<file path="src/rtl/lcd_host_seq.sv">
// Command initiator for the 12x9 LCD zoom controller: issues commands, streams the image on LOAD
// and gathers the 16 returned beats. Optional macro LCD_TIMEOUT_EN adds a command timeout.
module lcd_host_seq #(
    parameter int IMG_PIXELS = 108,
    parameter int OUT_PIXELS = 16,
    parameter int TIMEOUT    = 512
) (
    input  logic       clk,
    input  logic       reset,
    input  logic       req_valid,
    input  logic [2:0] req_cmd,
    output logic       req_ready,
    output logic       img_rd,
    output logic [6:0] img_addr,
    input  logic [7:0] img_data,
    output logic [2:0] cmd,
    output logic       cmd_valid,
    output logic [7:0] datain,
    input  logic       busy,
    input  logic [7:0] dataout,
    input  logic       output_valid,
    input  logic [3:0] res_addr,
    output logic [7:0] res_data,
    output logic       frame_done,
    output logic       error
);

    localparam int AW = 7;
    localparam int CW = 4;
    localparam int TW = $clog2(TIMEOUT + 1);

    typedef enum logic [2:0] {
        S_IDLE    = 3'd0,
        S_ISSUE   = 3'd1,
        S_LOAD    = 3'd2,
        S_COLLECT = 3'd3,
        S_DONE    = 3'd4
    } state_t;

    state_t          state;
    logic [2:0]      cmd_lat;
    logic            load_act;
    logic [CW-1:0]   beat_cnt;
    logic [TW-1:0]   since;
    logic [7:0]      res_buf [0:OUT_PIXELS-1];
    logic            buf_we;

    // The ROM answers one cycle after img_rd, so the pixel stream is its output gated by a delayed strobe.
    assign datain   = load_act ? img_data : 8'd0;
    assign res_data = res_buf[res_addr];
    assign buf_we   = (state == S_COLLECT) && output_valid;

    // Result buffer: written by captured beats, deliberately never reset.
    always_ff @(posedge clk) begin
        if (buf_we) begin
            res_buf[beat_cnt] <= dataout;
        end
    end

    // Command sequencer with all handshake outputs registered.
    always_ff @(posedge clk or posedge reset) begin
        if (reset) begin
            state      <= S_IDLE;
            cmd_lat    <= 3'd0;
            req_ready  <= 1'b0;
            cmd_valid  <= 1'b0;
            cmd        <= 3'd0;
            img_rd     <= 1'b0;
            img_addr   <= 7'd0;
            load_act   <= 1'b0;
            frame_done <= 1'b0;
            error      <= 1'b0;
            beat_cnt   <= '0;
            since      <= '0;
        end else begin
            cmd_valid  <= 1'b0;
            frame_done <= 1'b0;
            if (since != {TW{1'b1}}) begin
                since <= since + TW'(1);
            end
            if (output_valid && (state != S_COLLECT)) begin
                error <= 1'b1;
            end
            case (state)
                S_IDLE: begin
                    req_ready <= 1'b1;
                    if (req_valid && req_ready) begin
                        req_ready <= 1'b0;
                        cmd_lat   <= req_cmd;
                        if (req_cmd == 3'd7) begin
                            error      <= 1'b1;
                            frame_done <= 1'b1;
                            state      <= S_DONE;
                        end else begin
                            state <= S_ISSUE;
                        end
                    end
                end
                S_ISSUE: begin
                    if (!busy) begin
                        cmd_valid <= 1'b1;
                        cmd       <= cmd_lat;
                        since     <= '0;
                        beat_cnt  <= '0;
                        if (cmd_lat == 3'd0) begin
                            img_rd   <= 1'b1;
                            img_addr <= 7'd0;
                            state    <= S_LOAD;
                        end else begin
                            state <= S_COLLECT;
                        end
                    end
                end
                S_LOAD: begin
                    if (img_rd) begin
                        if (img_addr == AW'(IMG_PIXELS - 1)) begin
                            img_rd   <= 1'b0;
                            img_addr <= 7'd0;
                        end else begin
                            img_addr <= img_addr + 7'd1;
                        end
                    end
                    load_act <= img_rd;
                    // Last pixel has just been driven once the delayed strobe outlives the read strobe.
                    if (load_act && !img_rd) begin
                        state <= S_COLLECT;
                    end
                end
                S_COLLECT: begin
                    if (output_valid) begin
                        beat_cnt <= beat_cnt + CW'(1);
                        if (beat_cnt == CW'(OUT_PIXELS - 1)) begin
                            frame_done <= 1'b1;
                            state      <= S_DONE;
                        end
                    end else if (!busy && (since >= TW'(2))) begin
                        error      <= 1'b1;
                        frame_done <= 1'b1;
                        state      <= S_DONE;
                    end
`ifdef LCD_TIMEOUT_EN
                    else if (since == TW'(TIMEOUT - 1)) begin
                        error      <= 1'b1;
                        frame_done <= 1'b1;
                        state      <= S_DONE;
                    end
`endif
                end
                S_DONE: begin
                    req_ready <= 1'b1;
                    state     <= S_IDLE;
                end
                default: begin
                    state <= S_IDLE;
                end
            endcase
        end
    end

endmodule

</file>
<file path="config.mk">
export PLATFORM = sky130hd
export DESIGN_NAME = lcd_host_seq
export DESIGN_NICKNAME = d
export VERILOG_FILES = /design/src/rtl/lcd_host_seq.sv
export SDC_FILE = /design/constraint.sdc
export NUM_CORES = 1
export LEC_CHECK = 0
export CELL_PAD_IN_SITES_DETAIL_PLACEMENT = 0
export CELL_PAD_IN_SITES_GLOBAL_PLACEMENT = 1
export CORE_MARGIN = 4
export CORE_UTILIZATION = 44
export CTS_CLUSTER_SIZE = 8
export DETAILED_ROUTE_END_ITERATION = 10
export PLACE_DENSITY_LB_ADDON = 0.2
export REMOVE_ABC_BUFFERS = 1
export SLEW_MARGIN = 20
export SYNTH_ARGS = -nofsm -noshare
export SYNTH_HDL_FRONTEND = slang
export SYNTH_SLANG_ARGS = --single-unit
</file>
<file path="constraint.sdc">
create_clock -name clk -period 2.16 [get_ports clk]
set_clock_uncertainty 0.1 [all_clocks]
set_input_delay 0.432 -clock clk [delete_from_list [all_inputs] [get_ports clk]]
set_output_delay 0.432 -clock clk [all_outputs]
set_load 0.03 [all_outputs]
</file>
== Word level (Yosys, flattened, before mapping) ==
Memory sizes are Yosys's and may differ from the RTL's.
Cells that the tools add are included.
Word-level totals
  ROM bits: 0
  memories kept: 1
  register bits after elaboration: 36
  word-level logic and storage cells: 97
  memory bits (writable): 128
  bits in latches: 0
Memories
  res_buf: words 16, bits a word 8, read ports 1, clocked after Yosys merged registers in 0, wr ports 1, RTL line 45  | logic [7:0] res_buf [0:OUT_PIXELS-1];
Cells by class
  divide/modulo/power cells: 0
  magnitude comparators: 1
  bitwise logic cells: 1
  add/subtract/negate cells: 3
  eq/ne operators: 17
  muxes and demuxes: 44
  $mul: 0
  reductions and logical operators: 18
  shift-type cells: 0
Operators by type and width (number)
  $mux W10: 3
  $mux W7: 4
  $mux W3: 7
  $mux W1: 20
  $pmux W7 S2: 1
  $ne A2 B2 Y1 const B: 6
  $pmux W3 S4: 1
  $add A10 B1 Y10 const B: 1
  $ge A10 B2 Y1 const B: 1
  $ne A10 B10 Y1 const B: 1
  $ne A3 B2 Y1 const B: 3
  $mux W4: 2
  $mux W8: 1
  $pmux W1 S2: 4
  $pmux W4 S2: 1
  $add A7 B1 Y7 const B: 1
  $eq A7 B7 Y1 const B: 1
  $eq A3 B2 Y1 const B: 2
  $eq A3 B3 Y1 const B: 2
  $logic_not A3 Y1: 2
  $reduce_and A3 Y1: 2
  $reduce_bool A2 Y1: 3
  $logic_and A1 B1 Y1: 5
  $reduce_and A5 Y1: 1
  7 further kinds: 9

== Logic depth before layout (Yosys ltp) ==
  word-level depth: 6
  depth in mapped cells: 7
  depth with buffers taken out: 6

== Least setup slack after synthesis ==
No wires, ideal clock.
  path kind: input -> output
  start: input res_addr[0]
  end: output res_data[3]
  buffers on the path: 2
  required time: 1628 ps
  slack: 18 ps
  stages on the path: 5
  arrival: 1610 ps
  cells stage by stage: buf_6 -> buf_4 -> mux4_2 -> a22oi_1 -> nand2_1
On the way
  cells in the longest elaborated chain, start to end: 1
RTL lines
  start: declaration: RTL line 22  | input logic [3:0] res_addr,
  $mem_v2 Z16 W8
  end: declaration: RTL line 23  | output logic [7:0] res_data,
No other way between the ends.

== Worst setup path after layout ==
  start: input res_addr[0]
  end: output res_data[1]
The elaborated chain is that of the path after synthesis.

==> metrics <==
CTS HTree Levels 4; CTS Hold Bufs 0; Combinational Power Share 21.3%; area of the multi-input gates 2070 µm²; Main synth FF type edfxtp_1; Min-Delay Path Class input pin to asynchronous set/reset pin; clock root cell clkbuf_16; Final Hold Vio Count 0; Clock Latency Late Sink 0.43 ns; Netlist cell types 55; worst path required time 1.63 ns; final WL 14.5 mm; global-route wire length before repair 23.4 mm; Layout area overhead 26.1%; DRT Pass-1 Iters 4; share of layout cells above drive strength 1 28.9%; Vias 3966; worst hold margin 0.320 ns; fillers 1219; Max Fclk 0.438 GHz; via/cell ratio 5.36; worst-margin pin slew 0.633 ns; RSZ-0062 raised after global routing yes; FF+latch count, synth 164; # Max-Cap Violations 0; Yosys top cell area share 55.4%; nets 551; post-synth top area cell edfxtp_1; TritonCTS Buffers 17; part of the Yosys area used for sequential elements 68.4%; CP endpoint kind output port; GRT Residual Overflow 0; Worst R2R Setup Slack 0.25 ns; DIE HEIGHT 134 µm; kind of critical path input pin to output port; Int Power 6.11 mW; failing checks negative setup slack; startpoint types input pin; Synth async-reset ratio 22.0%; clock sink count 164; Clock transition at path regs 0.06 ns; run status finished with violations; Max rail drop VDD 0.594 mV; largest net degree at the start of global routing 37; Site Rows 45; top post-synthesis cells by area edfxtp_1, dfrtp_1, mux4_1; DR iter-0 viols 243; DP Worst Slack -0.868 ns; WP data arrival 1.75 ns; Final period util 106%; port bufs 58; P_sw 2.51 mW; Placer Congestion 0.811; PD cells 986 nW/µm²; antenna violations before repair 0; Leakage 3.16 nW; Avg WL per Cell 19.5 µm; die area 17800 µm²; cell count after synthesis 414; Finish-stage setup viols 8; Pwr Total 8.63 mW; Core ar. 15300 µm²; syn avg cell area 16.7 µm²; DRC 0; Final ANT Viol Nets 0; setup ws final -0.123 ns; clock share of power 33.0%; max_slew headroom 57.7%; worst-case reg-to-reg path depth 4; CTS tree yes; FF-to-FF End res_buf[3][3]; part of the power in registers 45.8%; flip-flop and latch area 4740 µm²; Yosys warning count 0; Chip Width 134 µm; Sw Share 29.2%; post-synthesis instance area 6930 µm²; worst reg2reg path startpoint state[0]; number of global-route vias before repair 4154; Top-Level Pins 59; post-layout minimum cycle time 2.28 ns; Crit Path Max Fanout 10; max-slew violations 0; Post-synth EDFFs 128; Inserted Diodes 0; post-DP HPWL 9.07 mm; CTS Buffer Depth 2; initial core utilization 45.3%; GR Util All Layers 17.3%
==> logic make-up (layout without fill, tap and decap cells) <==
group	Yosys count	after routing	share of synthesized area, %
compound gates	51	51	5.49
fa+ha+maj	7	7	1.26
simple gates	122	122	9.06
flops	164	164	68.4
buf+inv	23	138	2.31
mux	40	40	12.6
xor+xnor	7	7	0.884
==> power groups by stage <==
stage                     logic (mW)  clock network (mW)  registers [mW]
final                           1.83                2.85            3.95
after global routing            2.01                3.07            3.99
after CTS                       1.85                2.92            3.94
after detailed placement        1.76                   0            4.00
after global placement          1.74                   0            4.00
after floorplan                0.986                   0            4.07
==> critical path, cell delays in order <==
cell	delay, ns
buf_16	0.13
buf_16	0.16
mux4_1	0.57
a22oi_2	0.20
nand2_2	0.10
buf_6	0.15
==> per-stage QoR <==
| step | cells | cell area, µm² | TNS, ns | utilization, % |
|---|---|---|---|---|
| final | 740 | 8740 | -0.813 | 57.1 |
| after global routing | 740 | 8740 | -1.28 | 57.1 |
| after CTS | 739 | 8720 | -0.928 | 56.9 |
| after detailed placement | 701 | 7950 | -8.16 | 51.9 |
| after global placement | 701 | 7950 | -8.56 | 51.9 |
| after floorplan | 398 | 6800 | 0 | - |
==> metal layers <==
| metal | GRT usage [%] | wire [µm] | vias up |
|---|---|---|---|
| met3 | 4.31 | 658 | 12 |
| met1 | 23.4 | 6380 | 2026 |
| met2 | 27.9 | 7270 | 99 |
| met5 | 0 | 0 | - |
| met4 | 5.14 | 149 | 0 |
| li1 | - | - | 1829 |
==> sequential cells by signal, indices dropped and copies added (netlist names) <==
register and count:
since 10, error 1, req_ready 1, beat_cnt 4, res_buf 128, img_rd 1, cmd_valid 1, cmd 3
cmd_lat 3, img_addr 7, state 3, frame_done 1, load_act 1
==> how the worst max path moves through the flow <==
stage | depth (start not counted) | start | endpoint | slack (ns)
final | 6 | res_addr[0] | res_data[1] | -0.12
after global routing | 7 | res_addr[0] | res_data[4] | -0.19
after CTS | 4 | res_buf[5][6] | res_data[6] | -0.15
after detailed placement | 7 | res_addr[1] | res_data[4] | -0.87
after global placement | 6 | res_addr[1] | res_data[6] | -0.87
after floorplan | 3 | state[0] | res_buf[3][0] | 0.07
==> timing repair <==
item | 4_1_cts | 5_1_grt
buffers inserted | 1 | 1
gates resized for setup | 107 | 5
pin swaps | 19 | 2
endpoints found under the setup margin | 8 | 9
gates cloned | 5 | 0
==> placed cells by master, fill, tap and decap left out, drive strengths merged, types with 6 or more instances in the layout <==
cell type / instances
a22o: 6
clkdlybuf4s50: 37
o21ai: 9
ha: 7
and2: 10
nor2: 35
and3: 6
a22oi: 17
buf: 58
nor2b: 6
nand2: 33
clkinv: 6
clkbuf: 18
inv: 11
dfrtp: 36
edfxtp: 128
mux4: 32
xor2: 6
nor3: 8
==> Yosys cell counts (all sizes together) (7+ instances only) <==
cell type / number
edfxtp: 128
dfrtp: 36
nor2: 35
nand2: 33
mux4: 32
a22oi: 17
buf: 12
and2: 10
o21ai: 9
nor3: 8
ha: 7
inv: 7
==> area by class of cell <==
class                   instances  share of cell area, %
clock buffers                  18                   4.91
clock inverters                14                   1.49
inverters                       7                  0.301
multi-input cells             227                   23.6
flip-flops and latches        164                   54.3
well taps                     211                   3.02
repair buffers                 99                   12.4
Power figures use the tool's default switching activity.
